## src/rtl/decode_ctrl.sv

```systemverilog
// decode_ctrl: sequences one key-decode pass over an 8x8 matrix of 16-bit coefficients.
// It reads NWORDS 64-bit words from the coefficient RAM, feeds each one to an external
// combinational Decode block, and packs the low B bits of every lane into 64-bit words.
// B is 4, 3 or 2 for levels 01, 10 and 11.
//
// Ports
//   clk, rst_n                 clock, synchronous active-low reset
//   start, level               start pulse; level is sampled when start is accepted
//   busy, done, err            pass in progress, pass-complete pulse, bad-level pulse
//   mem_rd_en/addr/data        RAM read port; data returns one cycle after the strobe
//   dec_en/level/in/out        Decode datapath; dec_out is valid in the same cycle as dec_in
//   ss_valid/ready/data        shared-secret output stream (valid/ready handshake)
module decode_ctrl #(
    parameter int unsigned ADDR_W    = 8,
    parameter int unsigned BASE_ADDR = 0,
    parameter int unsigned NWORDS    = 16
) (
    input  logic              clk,
    input  logic              rst_n,
    input  logic              start,
    input  logic [1:0]        level,
    output logic              busy,
    output logic              done,
    output logic              err,
    output logic              mem_rd_en,
    output logic [ADDR_W-1:0] mem_rd_addr,
    input  logic [63:0]       mem_rd_data,
    output logic              dec_en,
    output logic [1:0]        dec_level,
    output logic [63:0]       dec_in,
    input  logic [63:0]       dec_out,
    output logic              ss_valid,
    input  logic              ss_ready,
    output logic [63:0]       ss_data
);

    localparam int unsigned CNT_W = $clog2(NWORDS + 1);

    typedef enum logic [1:0] {StIdle, StRun, StDrain, StDone} state_e;

    state_e           state_q;
    logic [CNT_W-1:0] word_cnt_q;  // reads issued this pass
    logic             cap_v_q;     // mem_rd_data is valid this cycle
    logic             dec_v_q;     // dec_in/dec_out is valid this cycle
    logic [127:0]     acc_q;
    logic [7:0]       acc_cnt_q;

    // Only the low B bits of each lane are meaningful; the rest is ignored on purpose.
    logic unused_dec;
    assign unused_dec = ^dec_out;

    // Gather the 4 lane chunks into one contiguous 4B-bit group, lane 0 at the bottom.
    logic [15:0] group;
    logic [7:0]  group_w;
    always_comb begin
        group   = '0;
        group_w = '0;
        unique case (dec_level)
            2'b01: begin
                group   = {dec_out[48 +: 4], dec_out[32 +: 4], dec_out[16 +: 4], dec_out[0 +: 4]};
                group_w = 8'd16;
            end
            2'b10: begin
                group   = {4'b0, dec_out[48 +: 3], dec_out[32 +: 3], dec_out[16 +: 3],
                           dec_out[0 +: 3]};
                group_w = 8'd12;
            end
            2'b11: begin
                group   = {8'b0, dec_out[48 +: 2], dec_out[32 +: 2], dec_out[16 +: 2],
                           dec_out[0 +: 2]};
                group_w = 8'd8;
            end
            default: ;
        endcase
    end

    // Pack and emit may happen in the same cycle. Emit takes acc_q[63:0], which the
    // incoming group cannot touch because it lands at or above bit acc_cnt_q >= 64.
    logic         emit;
    logic [127:0] acc_packed;
    logic [127:0] acc_next;
    logic [7:0]   cnt_packed;
    logic [7:0]   cnt_next;
    always_comb begin
        acc_packed = acc_q;
        cnt_packed = acc_cnt_q;
        if (dec_v_q) begin
            acc_packed = acc_q | ({112'b0, group} << acc_cnt_q);
            cnt_packed = acc_cnt_q + group_w;
        end
        emit     = (acc_cnt_q >= 8'd64) && (!ss_valid || ss_ready);
        acc_next = acc_packed;
        cnt_next = cnt_packed;
        if (emit) begin
            acc_next = acc_packed >> 64;
            cnt_next = cnt_packed - 8'd64;
        end
    end

    // Budget: reserve 16 bits for each read that is still in the pipe after this edge,
    // so the accumulator cannot overflow while the consumer stalls.
    logic [8:0] pending_bits;
    logic       issue;
    always_comb begin
        pending_bits = {1'b0, cnt_next} + (mem_rd_en ? 9'd16 : 9'd0) + (cap_v_q ? 9'd16 : 9'd0);
        issue        = (state_q == StRun) && (word_cnt_q != CNT_W'(NWORDS))
                       && (pending_bits < 9'd96);
    end

    always_ff @(posedge clk) begin
        if (!rst_n) begin
            state_q     <= StIdle;
            word_cnt_q  <= '0;
            cap_v_q     <= 1'b0;
            dec_v_q     <= 1'b0;
            acc_q       <= '0;
            acc_cnt_q   <= '0;
            busy        <= 1'b0;
            done        <= 1'b0;
            err         <= 1'b0;
            mem_rd_en   <= 1'b0;
            mem_rd_addr <= '0;
            dec_en      <= 1'b0;
            dec_level   <= '0;
            dec_in      <= '0;
            ss_valid    <= 1'b0;
            ss_data     <= '0;
        end else begin
            done      <= 1'b0;
            err       <= 1'b0;
            mem_rd_en <= issue;
            cap_v_q   <= mem_rd_en;
            dec_v_q   <= cap_v_q;
            acc_q     <= acc_next;
            acc_cnt_q <= cnt_next;
            if (cap_v_q) begin
                dec_in <= mem_rd_data;
            end
            if (emit) begin
                ss_data  <= acc_q[63:0];
                ss_valid <= 1'b1;
            end else if (ss_ready) begin
                ss_valid <= 1'b0;
            end

            case (state_q)
                StIdle: begin
                    if (start) begin
                        if (level != 2'b00) begin
                            state_q    <= StRun;
                            busy       <= 1'b1;
                            dec_en     <= 1'b1;
                            dec_level  <= level;
                            word_cnt_q <= '0;
                        end else begin
                            err <= 1'b1;
                        end
                    end
                end
                StRun: begin
                    if (word_cnt_q == CNT_W'(NWORDS)) begin
                        state_q <= StDrain;
                    end
                end
                StDrain: begin
                    if (!mem_rd_en && !cap_v_q && !dec_v_q && acc_cnt_q == 8'd0 && !ss_valid) begin
                        state_q <= StDone;
                        done    <= 1'b1;
                    end
                end
                StDone: begin
                    state_q <= StIdle;
                    busy    <= 1'b0;
                    dec_en  <= 1'b0;
                end
                default: state_q <= StIdle;
            endcase

            if (issue) begin
                mem_rd_addr <= ADDR_W'(BASE_ADDR) + ADDR_W'(word_cnt_q);
                word_cnt_q  <= word_cnt_q + CNT_W'(1);
            end
        end
    end

endmodule
```

## config.mk

```make
export PLATFORM = sky130hd
export DESIGN_NAME = decode_ctrl
export DESIGN_NICKNAME = d
export VERILOG_FILES = /design/src/rtl/decode_ctrl.sv
export SDC_FILE = /design/constraint.sdc
export NUM_CORES = 1
export LEC_CHECK = 0
export CELL_PAD_IN_SITES_DETAIL_PLACEMENT = 1
export CELL_PAD_IN_SITES_GLOBAL_PLACEMENT = 1
export CORE_MARGIN = 3
export CORE_UTILIZATION = 41
export CTS_BUF_LIST = sky130_fd_sc_hd__clkbuf_4
export CTS_CLUSTER_DIAMETER = 30
export DETAILED_ROUTE_END_ITERATION = 10
export GPL_TIMING_DRIVEN = 0
export PLACE_DENSITY = 0.86
export SYNTH_ARGS = -nofsm -noshare
export SYNTH_HDL_FRONTEND = slang
export SYNTH_SLANG_ARGS = --single-unit
```

## constraint.sdc

```tcl
create_clock -name clk -period 6.4 [get_ports clk]
set_input_delay 0.64 -clock clk [delete_from_list [all_inputs] [get_ports clk]]
set_output_delay 0.64 -clock clk [all_outputs]
set_load 0.02 [all_outputs]
```

==> results.py, run 1 <==
metrics = {
    "status": {
        "outcome": "finished, final reports clean",
    },
    "worst_setup_path": {
        "crit_path_top_delay_cell": "fa_1",
        "end_kind": "register",
        "critPathLaunchType": "register",
        "slowest_delay_ns": 0.59,
        "crit_buf_inv": 3,
        "reg2regPathDepth": 15,
        "required_ns": 6.97,
        "cp_max_fo": 10,
        "path_cells": "inv_1, buf_1, fa_1, xnor2_1, nand2_1, xnor2_1, a21o_1, ha_1, nand2_1, nand2_1, mux2i_1, o311ai_4, buf_6, mux2i_1, nor2_1",
        "arrival_ns": 4.62,
        "worstReg2RegEnd": "mem_rd_addr[1]",
        "crit_end": "mem_rd_addr[1]",
        "cp_top_family": "adder cells",
        "r2r_setup_slack_ns": 2.36,
        "cp_common_cell": "nand2_1",
        "crit_cells": 15,
        "crit_type": "register to register",
    },
    "final_layout": {
        "regArea_um2": 5670,
        "synthToLayoutAreaGrowth_pct": 32.4,
        "fill_cells": 3245,
        "drive_gt1_share_pct": 9.98,
        "multi_input_area_um2": 5420,
        "fin_nets": 1771,
    },
    "sta": {
        "rsz0062_at_grt": "false",
        "setup_viol": 0,
        "min_period_over_period_pct": 63.2,
        "hold_viol": 0,
        "setup_tns_ns": 0,
        "slew_violations": 0,
        "fin_worst_skew_ns": 0.0398,
        "fmax_mhz": 247,
        "slew-limit-headroom_pct": 5.16,
        "tightest_slew_ns": 1.41,
        "finalCriticalPeriod_ns": 4.04,
    },
    "cts": {
        "postCtsSetupRepairBufs": 0,
        "clkTransAtPathRegs_ns": 0.07,
        "clk_latency_ns": 0.70,
        "clockBufferDepth": 3,
        "cts_buffers": 78,
        "clock-root-buffer": "clkbuf_4",
        "clkSinkCount": 283,
        "cts_hold_buf": 0,
        "cts_resized": 0,
        "cts.htree.levels": 3,
        "cts_tree": "built",
    },
    "route": {
        "drc_errors": 0,
        "vias_per_cell": 5.61,
        "drtIter0Drc": 600,
        "num_vias": 11500,
        "routed_wirelength_um": 43800,
        "routedWlPerCell_um": 21.3,
        "dr.pass1.iters": 7,
        "ant_nets": 0,
    },
    "power_and_ir_drop": {
        "p_leak_uw": 0.00536,
        "p_per_area_nw_per_um2": 399,
        "pwr-share-seq_pct": 38.0,
        "clkPwrFrac_pct": 27.6,
        "total_power_uw": 6100,
        "power.internal_uw": 3750,
        "sw_frac_of_total_pct": 38.6,
        "switchingPower_uw": 2350,
        "ir_drop_v": 0.000195,
        "power.share.combinational_pct": 34.4,
    },
    "yosys": {
        "async_reset_ff_share_pct": 0,
        "synth_seq_cells": 283,
        "netlist_top_cells_count": "dfxtp_1 (283), nor2_1 (190), nand2_1 (173)",
        "avgSynthCellArea_um2": 8.77,
        "synth_edf_count": 0,
        "yosysSeqAreaShare_pct": 49.0,
        "ys_types": 72,
        "syn-instance-count": 1317,
        "ys_top_cells_by_area": "dfxtp_1 (49%), mux2i_1 (7.0%), a21oi_1 (6.5%)",
        "synth_flop_cell": "dfxtp_1",
        "yosys.area.top_type_share_pct": 49.0,
        "synthMostInstantiatedCell": "dfxtp_1",
        "syn-cell-area_um2": 11600,
        "synth_warnings": 0,
        "yosysTopAreaCell": "dfxtp_1",
    },
    "placement": {
        "routabilityCongestion": 0.962,
        "hpwlAfterDp_um": 32100,
        "io_buffers": 226,
    },
    "grt": {
        "grt.overflow.total": 0,
        "track_usage_pct": 28.2,
        "grt_first_pass_wirelength_um": 68600,
        "grt_max_degree": 12,
        "antenna_found_initial": 1,
        "grt_pass1_vias": 12400,
    },
    "floorplan": {
        "die_x_um": 174,
        "die_area_um2": 30200,
        "start_util_pct": 42.3,
        "die_h_um": 174,
        "ioPinCount": 278,
        "core_area_um2": 27300,
        "rows": 60,
    },
    "flow_run": {
        "max-cap-violations": 0,
    },
    "min_path": {
        "min_from": "acc_q[36]",
        "hold_class": "register to register",
    },
}
[sequential cells by signal, indices dropped and copies added (netlist names), 2 cells and up, named ones only]
| register | cells |
|---|---|
| dec_in | 64 |
| acc_cnt_q | 4 |
| word_cnt_q | 5 |
| dec_level | 2 |
| state_q | 2 |
| acc_q | 128 |
| mem_rd_addr | 5 |
| ss_data | 64 |
[cell families after synthesis]
family | after synthesis | share of synthesized area, %
mux | 90 | 7.99
xor+xnor | 4 | 0.303
buf+inv | 115 | 4.13
simple gates | 456 | 16.8
other cells | 1 | 0.0325
compound gates | 355 | 20.2
fa+ha+maj | 13 | 1.45
flops | 283 | 49.0
[power groups by stage]
| stage | Sequential (µW) | Clock, µW | Combinational, µW |
|---|---|---|---|
| 6_report | 2320 | 1680 | 2090 |
| 5_1_grt | 2360 | 1820 | 2260 |
| 4_1_cts | 2310 | 1730 | 2080 |
| 3_5_place_dp | 2350 | 0 | 2060 |
| 3_3_place_gp | 2330 | 0 | 1980 |
| 2_1_floorplan | 2410 | 0 | 1160 |
[layout by cell type, fill, tap and decap left out, types with 18 or more instances in the layout]
cell	instances
nor2_1	190
a21oi_1	149
o21ai_0	20
nor3_1	19
nand2_1	173
clkbuf_1	68
mux2i_1	81
nand3_1	18
dfxtp_1	283
clkdlybuf4s50_1	226
a211oi_1	85
clkbuf_4	120
[worst register-to-register path, cell delays in order, from the launching register on]
cell and delay (ns):
dfxtp_1 0.48, inv_1 0.17, buf_1 0.42, fa_1 0.59, xnor2_1 0.17, nand2_1 0.08, xnor2_1 0.18, a21o_1 0.22
ha_1 0.36, nand2_1 0.12, nand2_1 0.10, mux2i_1 0.11, o311ai_4 0.45, buf_6 0.21, mux2i_1 0.23, nor2_1 0.06
[worst min-delay path by stage]
stage / end / slack [ns] / cells after the start
after floorplan: acc_q[112] / 0.42 / 2
after global placement: acc_q[118] / 0.43 / 2
after detailed placement: acc_q[77] / 0.44 / 2
after CTS: ss_data[36] / 0.44 / 2
after global routing: ss_data[27] / 0.47 / 2
final: ss_data[36] / 0.45 / 2
[routing by layer]
metal  part of all wire (%)  up-vias  global-route usage, %
met5                      0        -                      0
met4                    4.3        0                   13.2
met3                    9.2      142                   9.44
met2                     48      522                   48.4
met1                     38     5558                   31.5
li1                       -     5309                      -
[metrics by stage]
step                instance area (µm²)  setup WS, ns  utilization (%)  instances  hold slack, ns
floorplan                         11600          2.92                -       1319           0.424
global placement                  14300          2.49             52.3       1917           0.432
detailed placement                14300          2.36             52.3       1917           0.443
CTS                               15300          2.39             56.0       2055           0.440
global route                      15300          2.12             56.0       2056           0.470
finish                            15300          2.36             56.0       2056           0.451
[final cells by class]
type,instances,area share (%)
buffer,99,2.72
clock inverter,18,0.720
sequential,283,37.0
inverter,16,0.393
multi-input combinational,921,35.4
tap,372,3.04
timing repair buffer,226,14.8
clock buffer,120,5.89
antenna,1,0.0164
(Power assumes the default switching activity.)
==> inputs of run 2 (changes only) <==
--- a/config.mk
+++ b/config.mk
@@ -8,12 +8,12 @@
 export CELL_PAD_IN_SITES_DETAIL_PLACEMENT = 1
 export CELL_PAD_IN_SITES_GLOBAL_PLACEMENT = 1
 export CORE_MARGIN = 3
-export CORE_UTILIZATION = 41
+export CORE_UTILIZATION = 34
 export CTS_BUF_LIST = sky130_fd_sc_hd__clkbuf_4
 export CTS_CLUSTER_DIAMETER = 30
 export DETAILED_ROUTE_END_ITERATION = 10
 export GPL_TIMING_DRIVEN = 0
-export PLACE_DENSITY = 0.86
+export PLACE_DENSITY = 0.76
 export SYNTH_ARGS = -nofsm -noshare
 export SYNTH_HDL_FRONTEND = slang
 export SYNTH_SLANG_ARGS = --single-unit
==> constraint.sdc (replaced) <==
create_clock -name clk -period 3.3 [get_ports clk]
set_input_delay 0.33 -clock clk [delete_from_list [all_inputs] [get_ports clk]]
set_output_delay 0.33 -clock clk [all_outputs]
set_load 0.02 [all_outputs]
==> results.py, run 2 (synthesis gave the netlist of run 1 again) <==
metrics = {
    "status": {
        "outcome": "finished with violations",
        "violations": "capacitance limit, slew limit, setup timing",
    },
    "placement": {
        "place_ws_ns": -0.426,
        "hpwlAfterDp_um": 32900,
        "io_buffers": 226,
        "routabilityCongestion": 0.942,
    },
    "route": {
        "ant_nets": 0,
        "vias_per_cell": 5.38,
        "drc_errors": 0,
        "routedWlPerCell_um": 21.0,
        "drtIter0Drc": 596,
        "dr.pass1.iters": 5,
        "num_vias": 11500,
        "routed_wirelength_um": 45100,
    },
    "final_layout": {
        "final_cell_mix": "dfxtp_1 (280), clkdlybuf4s50_1 (226), nor2_1 (190), nand2_1 (169), a21oi_1 (147)",
        "largest_registers": "acc_q (128), dec_in (64), ss_data (64)",
        "largest_reg_flops": 128,
        "synthToLayoutAreaGrowth_pct": 35.3,
        "final_common_cell": "dfxtp_1",
        "final_util_pct": 47.3,
        "drive_gt1_share_pct": 11.9,
        "fin_nets": 1799,
        "fill_cells": 3937,
        "largest-register": "acc_q",
    },
    "cts": {
        "clkSinkCount": 283,
        "clockBufferDepth": 3,
        "clkTransAtPathRegs_ns": 0.06,
        "clock-root-buffer": "clkbuf_4",
        "cts_buffers": 82,
        "cts.htree.levels": 3,
        "cts_tree": "built",
        "cts_hold_buf": 0,
        "clk_latency_ns": 0.73,
    },
    "floorplan": {
        "ioPinCount": 278,
        "die_h_um": 190,
        "start_util_pct": 35.0,
        "rows": 66,
        "core_area_um2": 33000,
        "die_x_um": 190,
        "die_area_um2": 36200,
    },
    "sta": {
        "hold_viol": 0,
        "fin_worst_skew_ns": 0.0513,
        "slew_violations": 6,
        "setup_viol": 10,
        "setup_tns_ns": -0.613,
        "slew-limit-headroom_pct": -3.02,
        "fmax_mhz": 294,
        "min_period_over_period_pct": 103,
        "fin_ws_ns": -0.0972,
        "finalCriticalPeriod_ns": 3.40,
        "rsz0062_at_grt": "true",
        "tightest_slew_ns": 1.52,
        "whs_ns": 0.247,
    },
    "worst_setup_path": {
        "cp_max_fo": 6,
        "crit_type": "register to register",
        "required_ns": 3.85,
        "critPathLaunchType": "register",
        "arrival_ns": 3.94,
        "end_kind": "register",
    },
    "min_path": {
        "hold_class": "input pin to register",
        "min_from": "mem_rd_data[11]",
    },
    "flow_run": {
        "max-cap-violations": 2,
    },
    "power_and_ir_drop": {
        "ir_drop_v": 0.000325,
        "p_per_area_nw_per_um2": 755,
        "p_leak_uw": 0.00549,
    },
    "grt": {
        "grt_first_pass_wirelength_um": 68400,
        "grt_pass1_vias": 12100,
        "grt.overflow.total": 0,
        "track_usage_pct": 24.1,
        "grt_max_degree": 12,
        "antenna_found_initial": 1,
    },
}
-- run 2: cell type report --
cell class                 instances  area, µm²  area share, %
timing repair buffer             251       2470           15.8
multi-input combinational        921       5530           35.4
inverter                          16       63.8          0.408
sequential                       283       5670           36.3
clock inverter                    30        126          0.809
clock buffer                     105        788           5.04
antenna                            1       2.50         0.0160
buffer                            98        427           2.73
tap                              442        553           3.54
-- run 2: routing by layer --
metal  track usage, %  up-vias  wire length (µm)
met4             10.7        0              1710
met1             27.7     5573             17900
li1                 -     5353                 -
met5                0        -                 0
met2             41.3      502             21600
met3             7.65      113              3830
-- run 2: final timing paths --
path,cells after the start,end,slack [ns]
setup / recovery,16,mem_rd_addr[3],-0.1
hold / removal,3,dec_in[11],0.25
setup reg to reg,16,mem_rd_addr[3],-0.1
hold reg to reg,2,ss_data[6],0.43
-- run 2: stage by stage --
step / std cells / instance area (µm²) / power [µW]
2_1_floorplan: 1319 / 11600 / 6920
3_3_place_gp: 1987 / 14400 / 8470
3_5_place_dp: 1987 / 14400 / 8610
4_1_cts: 2131 / 15400 / 11700
5_1_grt: 2147 / 15600 / 12500
6_report: 2147 / 15600 / 11800
-- run 2: power by group --
part	switching, µW	internal, µW	total [µW]
Combinational	2680	1620	4290
Clock	1530	1480	3020
Sequential	432	4060	4490
Total	4640	7160	11800
-- run 2: worst max-delay path: stages, from the launching register on --
cell and delay [ns]:
dfxtp_4 0.39, clkinvlp_4 0.15, buf_12 0.16, fa_2 0.39, xnor2_2 0.16, nand2_1 0.10
xnor2_2 0.19, a21o_1 0.22, ha_4 0.31, nand2_4 0.06, nand2_2 0.06, mux2i_2 0.08
o311ai_4 0.41, buf_6 0.17, buf_12 0.11, mux2i_1 0.20, nor2_1 0.06
-- run 2: what timing repair did --
action / CTS / global route
gates resized for setup: 16 / 24
endpoints found under the setup margin: 11 / 15
setup buffers: 9 / 16
hold endpoints to repair: 0 / 0
gates cloned: 0 / 0
pin swaps: 9 / 13
